File: src/rtl/armleocpu_cache_arbiter.sv
// rtl/armleocpu_cache_arbiter.sv - shares one cache port between fetch and data requesters
// One outstanding cache operation; losing single-cycle pulses are buffered, ties alternate.
module armleocpu_cache_arbiter (
  input  logic        clk,
  input  logic        rst_n,
  input  logic [3:0]  f_cmd,
  input  logic [31:0] f_address,
  output logic [3:0]  f_response,
  output logic [31:0] f_load_data,
  input  logic [3:0]  d_cmd,
  input  logic [31:0] d_address,
  input  logic [31:0] d_store_data,
  input  logic [3:0]  d_type,
  output logic [3:0]  d_response,
  output logic [31:0] d_load_data,
  output logic [3:0]  c_cmd,
  output logic [31:0] c_address,
  output logic [31:0] c_store_data,
  output logic [3:0]  c_type,
  input  logic [3:0]  c_response,
  input  logic [31:0] c_load_data,
  input  logic        c_reset_done
);

  localparam logic [3:0] CACHE_CMD_NONE             = 4'd0;
  localparam logic [3:0] CACHE_RESPONSE_IDLE        = 4'd0;
  localparam logic [3:0] CACHE_RESPONSE_WAIT        = 4'd1;
  localparam logic [3:0] CACHE_RESPONSE_DONE        = 4'd2;
  localparam logic [3:0] CACHE_RESPONSE_ACCESSFAULT = 4'd3;
  localparam logic [3:0] CACHE_RESPONSE_PAGEFAULT   = 4'd4;
  localparam logic [3:0] CACHE_RESPONSE_MISSALIGNED = 4'd5;

  typedef enum logic [1:0] {IDLE, BUSY_F, BUSY_D} state_t;

  state_t      state;
  logic        last_grant;
  logic        f_pend_valid, d_pend_valid;
  logic [3:0]  f_pend_cmd, d_pend_cmd, d_pend_type;
  logic [31:0] f_pend_address, d_pend_address, d_pend_store_data;

  logic terminal, free, can_grant;
  logic f_live, d_live, f_cand, d_cand;
  logic grant_f, grant_d, f_capture, d_capture;

  always_comb begin
    terminal = (state != IDLE) &&
               ((c_response == CACHE_RESPONSE_DONE) ||
                (c_response == CACHE_RESPONSE_ACCESSFAULT) ||
                (c_response == CACHE_RESPONSE_MISSALIGNED) ||
                (c_response == CACHE_RESPONSE_PAGEFAULT));
    free      = (state == IDLE) || terminal;
    can_grant = free && c_reset_done;
    // A port may reissue only once its outstanding op delivers its terminal response
    f_live = (f_cmd != CACHE_CMD_NONE) && !f_pend_valid && !((state == BUSY_F) && !terminal);
    d_live = (d_cmd != CACHE_CMD_NONE) && !d_pend_valid && !((state == BUSY_D) && !terminal);
    f_cand = f_pend_valid || f_live;
    d_cand = d_pend_valid || d_live;
    grant_d   = can_grant && d_cand && (!f_cand || !last_grant);
    grant_f   = can_grant && f_cand && !grant_d;
    f_capture = f_live && !grant_f;
    d_capture = d_live && !grant_d;
  end

  always_comb begin
    c_cmd        = CACHE_CMD_NONE;
    c_address    = 32'd0;
    c_store_data = 32'd0;
    c_type       = 4'd0;
    if (grant_f) begin
      c_cmd     = f_pend_valid ? f_pend_cmd : f_cmd;
      c_address = f_pend_valid ? f_pend_address : f_address;
    end else if (grant_d) begin
      c_cmd        = d_pend_valid ? d_pend_cmd : d_cmd;
      c_address    = d_pend_valid ? d_pend_address : d_address;
      c_store_data = d_pend_valid ? d_pend_store_data : d_store_data;
      c_type       = d_pend_valid ? d_pend_type : d_type;
    end
  end

  always_comb begin
    f_response = CACHE_RESPONSE_IDLE;
    d_response = CACHE_RESPONSE_IDLE;
    if (state == BUSY_F)
      f_response = c_response;
    else if (f_pend_valid || f_capture)
      f_response = CACHE_RESPONSE_WAIT;
    if (state == BUSY_D)
      d_response = c_response;
    else if (d_pend_valid || d_capture)
      d_response = CACHE_RESPONSE_WAIT;
    f_load_data = c_load_data;
    d_load_data = c_load_data;
  end

  always_ff @(posedge clk or negedge rst_n) begin
    if (!rst_n) begin
      state             <= IDLE;
      last_grant        <= 1'b0;
      f_pend_valid      <= 1'b0;
      f_pend_cmd        <= CACHE_CMD_NONE;
      f_pend_address    <= 32'd0;
      d_pend_valid      <= 1'b0;
      d_pend_cmd        <= CACHE_CMD_NONE;
      d_pend_address    <= 32'd0;
      d_pend_store_data <= 32'd0;
      d_pend_type       <= 4'd0;
    end else begin
      if (free) begin
        if (grant_f)      state <= BUSY_F;
        else if (grant_d) state <= BUSY_D;
        else              state <= IDLE;
      end
      if (grant_f)      last_grant <= 1'b0;
      else if (grant_d) last_grant <= 1'b1;

      if (grant_f) begin
        f_pend_valid <= 1'b0;
      end else if (f_capture) begin
        f_pend_valid   <= 1'b1;
        f_pend_cmd     <= f_cmd;
        f_pend_address <= f_address;
      end

      if (grant_d) begin
        d_pend_valid <= 1'b0;
      end else if (d_capture) begin
        d_pend_valid      <= 1'b1;
        d_pend_cmd        <= d_cmd;
        d_pend_address    <= d_address;
        d_pend_store_data <= d_store_data;
        d_pend_type       <= d_type;
      end
    end
  end

endmodule

File: config.mk
export PLATFORM = sky130hd
export DESIGN_NAME = armleocpu_cache_arbiter
export DESIGN_NICKNAME = d
export VERILOG_FILES = /design/src/rtl/armleocpu_cache_arbiter.sv
export SDC_FILE = /design/constraint.sdc
export NUM_CORES = 1
export LEC_CHECK = 0
export CAP_MARGIN = 40
export CORE_MARGIN = 1.5
export CORE_UTILIZATION = 35
export CTS_BUF_LIST = sky130_fd_sc_hd__clkbuf_8 sky130_fd_sc_hd__clkbuf_16
export CTS_CLUSTER_SIZE = 24
export DETAILED_ROUTE_END_ITERATION = 7
export MAX_ROUTING_LAYER = met4
export PLACE_DENSITY = 0.69
export SLEW_MARGIN = 30
export SYNTH_ARGS = -nofsm -noshare
export SYNTH_HDL_FRONTEND = slang
export SYNTH_SLANG_ARGS = --single-unit
File: constraint.sdc
create_clock -name clk -period 4.9 [get_ports clk]
set_input_delay 0.49 -clock clk [delete_from_list [all_inputs] [get_ports clk]]
set_output_delay 0.49 -clock clk [all_outputs]
set_load 0.02 [all_outputs]
=== Word-level counts from Yosys, hierarchy flattened ===
Index checks and enable logic that the tools add are counted.

* Register bits after elaboration: 113
* Logic and storage cells: 85

* Equal/unequal tests: 6
* Multiplexer cells: 26
* Bitwise logic cells: 2
* Reductions and logical operators: 41

{| class="wikitable"
|+ Operators with widths
! cell !! number
|-
| 32-bit two-way mux || 7
|-
| 4-bit two-way mux || 9
|-
| 1-bit logical AND || 14
|-
| 1-bit logical NOT || 9
|-
| 1-bit logical OR || 9
|-
| 4-bit by 2-bit == test with 1-bit output, second input constant || 2
|-
| 4-bit by 3-bit == test with 1-bit output, second input constant || 2
|-
| 1-bit two-way mux || 8
|-
| 2-bit nonzero test || 4
|-
| 4-bit nonzero test || 2
|-
| 2-bit two-way mux || 2
|-
| 2-bit AND reduction || 2
|-
| 2-bit by 1-bit == test with 1-bit output, second input constant || 1
|-
| 2-bit == test, second input constant || 1
|-
| 2-bit logical NOT || 1
|-
| 1-bit NOT || 2
|}

=== Depth between registers and ports, before layout ===
Gate-level depths: netlist of run 1.

* Depth in word-level cells: 20
* Mapped depth: 7
* Depth with buffers taken out: 5

=== Worst setup path before layout of run 1 ===
No wires, ideal clock.

* Kind: input to output
* Start: input f_cmd[0]
* End: output c_address[0]
* Arrival time: 2.344 ns
* Data required time: 4.410 ns
* Slack: 2.066 ns
* Cell stages on the path: 6
* Cell sequence: or4_1 -> buf_2 -> o21ai_2 -> o221ai_1 -> clkbuf_1 -> o21ai_0

* Cells in the longest elaborated chain, start to end: 10
* Elaborated cells on any way between the ends: 12

{| class="wikitable"
|+ RTL lines
! item !! RTL line !! RTL
|-
| start, declared || 6 || <nowiki>input logic [3:0] f_cmd,</nowiki>
|-
| 4-bit nonzero test * || 54 || <nowiki>f_live = (f_cmd != CACHE_CMD_NONE) && !f_pend_valid && !((state == BUSY_F) && !terminal);</nowiki>
|-
| 1-bit logical AND * (2 in series) || 54 ||
|-
| 1-bit logical OR * || 56 || <nowiki>f_cand = f_pend_valid || f_live;</nowiki>
|-
| 1-bit logical NOT || 58 || <nowiki>grant_d = can_grant && d_cand && (!f_cand || !last_grant);</nowiki>
|-
| 1-bit logical OR || 58 ||
|-
| 1-bit logical AND || 58 ||
|-
| 1-bit logical NOT || 59 || <nowiki>grant_f = can_grant && f_cand && !grant_d;</nowiki>
|-
| 1-bit logical AND || 59 ||
|-
| 32-bit two-way mux * || 69 || <nowiki>if (grant_f) begin</nowiki>
|-
| end, declared || 17 || <nowiki>output logic [31:0] c_address,</nowiki>
|}

Mark *: on every way between the ends. The rest lies on a longest branch, timed or not.

=== Worst setup path after layout of run 1 ===
* Start: input c_response[1]
* End: output d_response[0]

* Cells in the longest elaborated chain, start to end: 18
* Elaborated cells on any way between the ends: 28

{| class="wikitable"
|+ RTL lines
! item !! RTL line !! RTL
|-
| start, declared || 20 || <nowiki>input logic [3:0] c_response,</nowiki>
|-
| 4-bit by 2-bit == test with 1-bit output, on equally long branches || 47, 48 ||
|-
| 1-bit logical OR || 47 || <nowiki>((c_response == CACHE_RESPONSE_DONE) ||</nowiki>
|-
| 1-bit logical OR || 48 || <nowiki>(c_response == CACHE_RESPONSE_ACCESSFAULT) ||</nowiki>
|-
| 1-bit logical OR * || 49 || <nowiki>(c_response == CACHE_RESPONSE_MISSALIGNED) ||</nowiki>
|-
| 1-bit logical AND * || 46 || <nowiki>terminal = (state != IDLE) &&</nowiki>
|-
| 1-bit logical NOT || 54, 55 ||
|-
| 1-bit logical AND || 54 ||
|-
| 1-bit logical NOT || 54 ||
|-
| [... 2 more ...] || n/a ||
|-
| 1-bit logical NOT || 58 ||
|-
| 1-bit logical OR || 58 ||
|-
| 1-bit logical AND || 58 ||
|-
| 1-bit logical NOT || 61 || <nowiki>d_capture = d_live && !grant_d;</nowiki>
|-
| 1-bit logical AND * || 61 ||
|-
| 1-bit logical OR * || 89 || <nowiki>else if (d_pend_valid || d_capture)</nowiki>
|-
| 1-bit two-way mux * || 89 ||
|-
| 4-bit two-way mux * || 87 || <nowiki>if (state == BUSY_D)</nowiki>
|-
| end, declared || 14 || <nowiki>output logic [3:0] d_response,</nowiki>
|}

Marks and branches as above.

==> run summary, run 1 <==
outcome -> finished, final reports clean
Hold Fails Final Rpt -> 0
Reg power frac -> 0.293
core area -> 18600 um^2
Port Buf Inserts -> 194
Lkg Pwr -> 3.83 nW
syn_area_per_cell -> 10.0 um^2
Seq cells post-synth -> 113
Antenna diodes -> 0
Worst Tran Pin Value -> 0.650 ns
Worst setup EP type -> output port
DRT antenna net count -> 0
slowest CP cell -> clkdlybuf4s50_1
full die area -> 19800 um^2
FFs w/ async S/R, synth -> 1.00
1st-pass router iterations -> 4
Initial Util -> 0.356
TritonCTS buffer count -> 17
VDD IR max -> 0.280 mV
crit start category -> input pin
Arrival @ worst endpoint -> 3.43 ns
first-pass GRT wire length -> 29000 um
Comb pwr share -> 0.485
Seq/Total Area, Yosys -> 0.427
CP Cell Sequence -> clkdlybuf4s50_1 > xnor2_1 > o211a_1 > o21ai_2 > nand2_4 > a22oi_1 > clkdlybuf4s50_1
Post-CTS Setup Inserts -> 0
initial antenna violation count -> 0
gr ovfl total -> 0
# placed instances -> 986
Clk pin slew, worst setup/hold paths -> 0.05 ns
Remaining DRCs -> 0
CTS resizes -> 0
Max FO, Critical Path -> 33
Synth area leaders -> dfrtp_1 43%, mux2_2 15%, buf_4 7.2%
CTS root buf -> clkbuf_16
synthesized cell area -> 6630 um^2
GRT Resource Usage Total -> 0.197
Synth top area share -> 0.427
clock sink total -> 113
worst hold path type -> in -> async
area grow syn2layout -> 34.7%
number of synthesized flops with an enable pin -> 0
Overall Power -> 5.85 mW
worst clock skew -> 0.00880 ns
RSZ-0062 raised after global routing -> false
Final Net Count -> 918
multi-input logic area -> 3120 um^2
internal power -> 3.74 mW
WL/cell -> 18.3 um
Site Rows -> 50
Die Y -> 141 um
drt total wl -> 18600 um
setup violators final -> 0
Max-cap violations -> 0
fin crit share -> 0.800
Clock Latency Late Sink -> 0.40 ns
gpl congestion -> 0.771
Fillers -> 1754
count leader, synth -> dfrtp_1
Max transition margin -> 0.567
Main synth FF type -> dfrtp_1
critical path's most frequent cell -> clkdlybuf4s50_1
post-synth cell types -> 40
share of cells above drive strength 1 -> 0.183
CP Class -> in -> out
Seq. cell area -> 2830 um^2
reg2reg path depth -> 6
CTS Buffer Depth -> 2
vias in the first global route -> 5143
clock share of power -> 0.222
min Tclk post-route -> 3.92 ns
Max Clock Freq -> 255 MHz
initial drt markers -> 238
Slew Viols, Final -> 0
Switching Share -> 0.361
CTS Hold Buffers Added -> 0
Setup TNS -> 0 ns
Yosys Warn Count -> 0
Via Count -> 5203
Post-Syn Nets -> 808
largest net degree at the start of global routing -> 69
hpwl dp -> 12800 um
DR vias/cell -> 5.12
post-synthesis cell count -> 661
Post-synth top cells -> 113 x dfrtp_1, 89 x mux2_2, 69 x o21ai_0
H-tree levels -> 4
Net Switching -> 2.11 mW
pwr dens -> 655 nW/um^2
final core utilization -> 0.479
post-route insts no fill -> 1017
area leader, netlist -> dfrtp_1
Die W -> 141 um
WP data required -> 4.41 ns
Slowest Stage Delay on Critical Path -> 0.64 ns
TritonCTS clock tree -> done
number of top-level pins -> 291
==> placed cells by master (no fill, tap or decap), types with 4 or more instances in the layout <==
cell | synthesis | layout
a22oi_1 | 37 | 37
and2_1 | 5 | 5
buf_4 | 64 | 10
bufinv_16 | 0 | 4
clkbuf_16 | 0 | 17
clkdlybuf4s50_1 | 0 | 193
clkinv_2 | 0 | 5
dfrtp_1 | 113 | 111
inv_1 | 4 | 5
mux2_1 | 23 | 23
mux2_2 | 89 | 89
mux2i_1 | 36 | 36
nand2_1 | 66 | 66
nand3_1 | 36 | 36
nor2_1 | 41 | 41
o21ai_0 | 69 | 69
==> final timing paths <==
check | from | to | slack [ns]
max in group asynchronous | rst_n | f_pend_address[4] | 3.85
min in group clk | f_pend_address[5] | f_pend_address[5] | 0.48
hold / removal | rst_n | d_pend_address[16] | 0.02
setup reg to reg | state[0] | d_pend_store_data[31] | 1.76
setup / recovery | c_response[1] | d_response[0] | 0.98
hold reg to reg | f_pend_address[5] | f_pend_address[5] | 0.48
==> state kept, by name (all words and copies together), names as in the netlist <==
register / cells
state: 2
f_pend_address: 32
d_pend_valid: 1
d_pend_cmd: 4
d_pend_type: 4
f_pend_cmd: 4
f_pend_valid: 1
d_pend_address: 32
d_pend_store_data: 32
last_grant: 1
==> cell families (layout without fill, tap and decap cells) <==
group                     after synthesis  after routing  synth area share
muxes                                 148            148             0.245
AOI/OAI and AO/OA                     121            121             0.115
xor gates and xnor gates                1              1           0.00132
and+or+nand+nor                       160            160             0.104
buffers and inverters                 118            240             0.108
DFF                                   113            113             0.427
==> routing by layer <==
metal	share of wire	wire length, um	global-route usage
met1	0.43	7960	0.235
met2	0.50	9250	0.325
met3	0.045	833	0.0503
met4	0.030	566	0.0669
met5	0	0	-
==> per-stage QoR <==
| step | instance area (um^2) | hold slack (ns) | worst slack (ns) |
|---|---|---|---|
| finish | 8930 | 0.0227 | 0.981 |
| CTS | 8930 | 0.0236 | 0.987 |
| global route | 8930 | 0.0334 | 0.808 |
| floorplan | 6630 | 0.194 | 2.07 |
| detailed placement | 8310 | 0.462 | 0.991 |
| global placement | 8290 | 0.467 | 1.03 |
==> critical path: cells and delay by family <==
kind	cells	cell delay, ns
AO/OA/AOI/OAI	3	1.14
XOR/XNOR	1	0.19
buffers and inverters	2	1.14
AND/OR/NAND/NOR	1	0.44
==> power by group through the flow <==
stage	Clock (mW)	Sequential, mW	Combinational, mW
finish	1.30	1.71	2.83
global route	1.39	1.78	3.09
CTS	1.34	1.72	2.87
detailed placement	0	1.73	2.86
global placement	0	1.70	2.84
floorplan	0	1.60	2.03
==> layout make-up <==
cell class,instances,area share
Clock buffer,19,0.0507
Clock inverter,12,0.0185
Inverter,4,0.00168
Multi-Input combinational cell,430,0.350
Sequential cell,113,0.317
Tap cell,234,0.0328
Timing Repair Buffer,205,0.229
Note: power is estimated with default switching activity, not from simulation.
==> run 2: changes to the inputs <==
--- a/config.mk
+++ b/config.mk
@@ -12,7 +12,7 @@
 export CTS_CLUSTER_SIZE = 24
 export DETAILED_ROUTE_END_ITERATION = 7
 export MAX_ROUTING_LAYER = met4
-export PLACE_DENSITY = 0.69
+export PLACE_DENSITY = 0.71
 export SLEW_MARGIN = 30
 export SYNTH_ARGS = -nofsm -noshare
 export SYNTH_HDL_FRONTEND = slang
==> constraint.sdc (replaced) <==
create_clock -name clk -period 3.6 [get_ports clk]
set_input_delay 0.36 -clock clk [delete_from_list [all_inputs] [get_ports clk]]
set_output_delay 0.36 -clock clk [all_outputs]
set_load 0.02 [all_outputs]
==> run 2 against run 1 <==
Effect of this change:
- worst hold slack better by 0.45 ns
- wire length down 4.8%
- sequential cell count unchanged
- via count up 1.6%
- die area unchanged
- cell count up 0.49%
- utilization up 0.31 points
- register-to-register slack worse by 0.79 ns
- clock skew down 0.0025 ns
- critical endpoint is now f_response[0]
==> run summary, run 2 (synthesis results as in run 1) <==
Arrival @ worst endpoint -> 3.07 ns
Initial Util -> 0.356
largest net degree at the start of global routing -> 78
Via Count -> 5284
Max FO, Critical Path -> 34
Hold Fails Final Rpt -> 0
clock sink total -> 113
Max transition margin -> 0.506
final core utilization -> 0.482
CTS Buffer Depth -> 2
DRT antenna net count -> 0
crit start category -> input pin
Port Buf Inserts -> 194
initial antenna violation count -> 0
Clk pin slew, worst setup/hold paths -> 0.05 ns
DR vias/cell -> 5.17
CP Class -> in -> out
Worst Tran Pin Value -> 0.742 ns
TritonCTS buffer count -> 17
share of cells above drive strength 1 -> 0.187
VDD IR max -> 0.419 mV
critical path's most frequent cell -> clkdlybuf4s50_1
leading cell type in the layout, fill and taps excluded -> clkdlybuf4s50_1
worst r2r dst -> d_pend_address[8]
hpwl dp -> 12100 um
Die W -> 141 um
1st-pass router iterations -> 5
GRT Resource Usage Total -> 0.189
WL/cell -> 17.3 um
worst clock skew -> 0.00635 ns
initial drt markers -> 285
reg2reg path depth -> 6
setup violators final -> 0
WP data required -> 3.24 ns
Fillers -> 1775
H-tree levels -> 4
Slew Viols, Final -> 0
CTS root buf -> clkbuf_16
Clock Latency Late Sink -> 0.40 ns
Max-cap violations -> 0
Post-CTS Setup Inserts -> 0
Remaining DRCs -> 0
Lkg Pwr -> 3.86 nW
min Tclk post-route -> 3.43 ns
outcome -> finished, final reports clean
Setup WS pre-CTS -> 0.231 ns
Slowest Stage Delay on Critical Path -> 0.69 ns
family with the most delay on the worst path -> buffers and inverters
area grow syn2layout -> 35.6%
gpl congestion -> 0.793
gr ovfl total -> 0
R2R setup slack -> 0.97 ns
WP buf/inv -> 3
commonest cells after routing, fill and taps aside -> 193 x clkdlybuf4s50_1, 111 x dfrtp_1, 89 x mux2_2, 69 x o21ai_0, 66 x nand2_1
TritonCTS clock tree -> done
worst setup margin -> 0.174 ns
CP Cell Sequence -> clkdlybuf4s50_1 > or4_1 > buf_4 > o21ai_0 > o21ba_2 > o31ai_1 > clkdlybuf4s50_1
pwr dens -> 878 nW/um^2
slowest CP cell -> clkdlybuf4s50_1
full die area -> 19800 um^2
worst hold path type -> in -> async
Site Rows -> 50
RSZ-0062 raised after global routing -> false
largest registers -> d_pend_address x32, d_pend_store_data x32, f_pend_address x32
number of top-level pins -> 291
Final Net Count -> 922
Die Y -> 141 um
worst reg2reg path startpoint -> state[0]
vias in the first global route -> 5332
Max Clock Freq -> 292 MHz
WP depth -> 7
core area -> 18600 um^2
first-pass GRT wire length -> 28400 um
drt total wl -> 17700 um
Setup TNS -> 0 ns
fin crit share -> 0.952
Worst setup EP type -> output port
Antenna diodes -> 0
-- run 2: final cells by class --
cell class | instances | area (um^2) | area share
clock buffer | 19 | 453 | 0.0504
clock inverter | 13 | 120 | 0.0134
inverter | 4 | 15.0 | 0.00167
multi-input combinational | 430 | 3130 | 0.348
sequential | 113 | 2830 | 0.315
tap | 234 | 293 | 0.0326
timing repair buffer | 209 | 2140 | 0.238
-- run 2: metal layers --
| metal | share of wire | global-route usage |
|---|---|---|
| met5 | 0 | - |
| met3 | 0.056 | 0.0537 |
| met2 | 0.53 | 0.330 |
| met1 | 0.40 | 0.211 |
| met4 | 0.016 | 0.0554 |
-- run 2: worst reg2reg max path: stages, from the launching register on --
cell,delay (ns)
dfrtp_1,0.46
nor2b_1,0.51
o211a_1,0.36
o21ai_2,0.23
nand2_4,0.15
buf_12,0.38
mux2_2,0.42
-- run 2: worst max-delay path by stage --
| stage | end | startpoint | slack, ns |
|---|---|---|---|
| floorplan | c_address[0] | f_cmd[0] | 1.03 |
| global placement | f_response[0] | f_cmd[0] | 0.23 |
| detailed placement | c_address[7] | c_response[1] | 0.23 |
| CTS | f_response[0] | c_response[1] | 0.15 |
| global route | f_response[0] | f_cmd[0] | 0.01 |
| finish | f_response[0] | f_cmd[0] | 0.17 |
-- run 2: report_power, final --
group          internal, mW  total (mW)  switching, mW
Clock                  1.04        1.62          0.577
Sequential             1.94        2.34          0.400
Combinational          2.04        3.93           1.89
Total                  5.02        7.89           2.87
-- run 2: timing repair --
item | CTS | global route
hold endpoints to repair | 36 | 0
resized for setup | 0 | 1
setup endpoints to repair | 0 | 1
hold buffers | 1 | 0
-- run 2: through the flow --
stage	instance area, um^2	total power [mW]	std cells	hold slack, ns
final	8990	7.89	1022	0.474
after global routing	8990	8.44	1022	0.504
after CTS	8980	8.00	1022	0.479
after detailed placement	8400	6.32	989	0.364
after global placement	8400	6.25	989	0.362
after floorplan	6630	4.95	661	0.0644
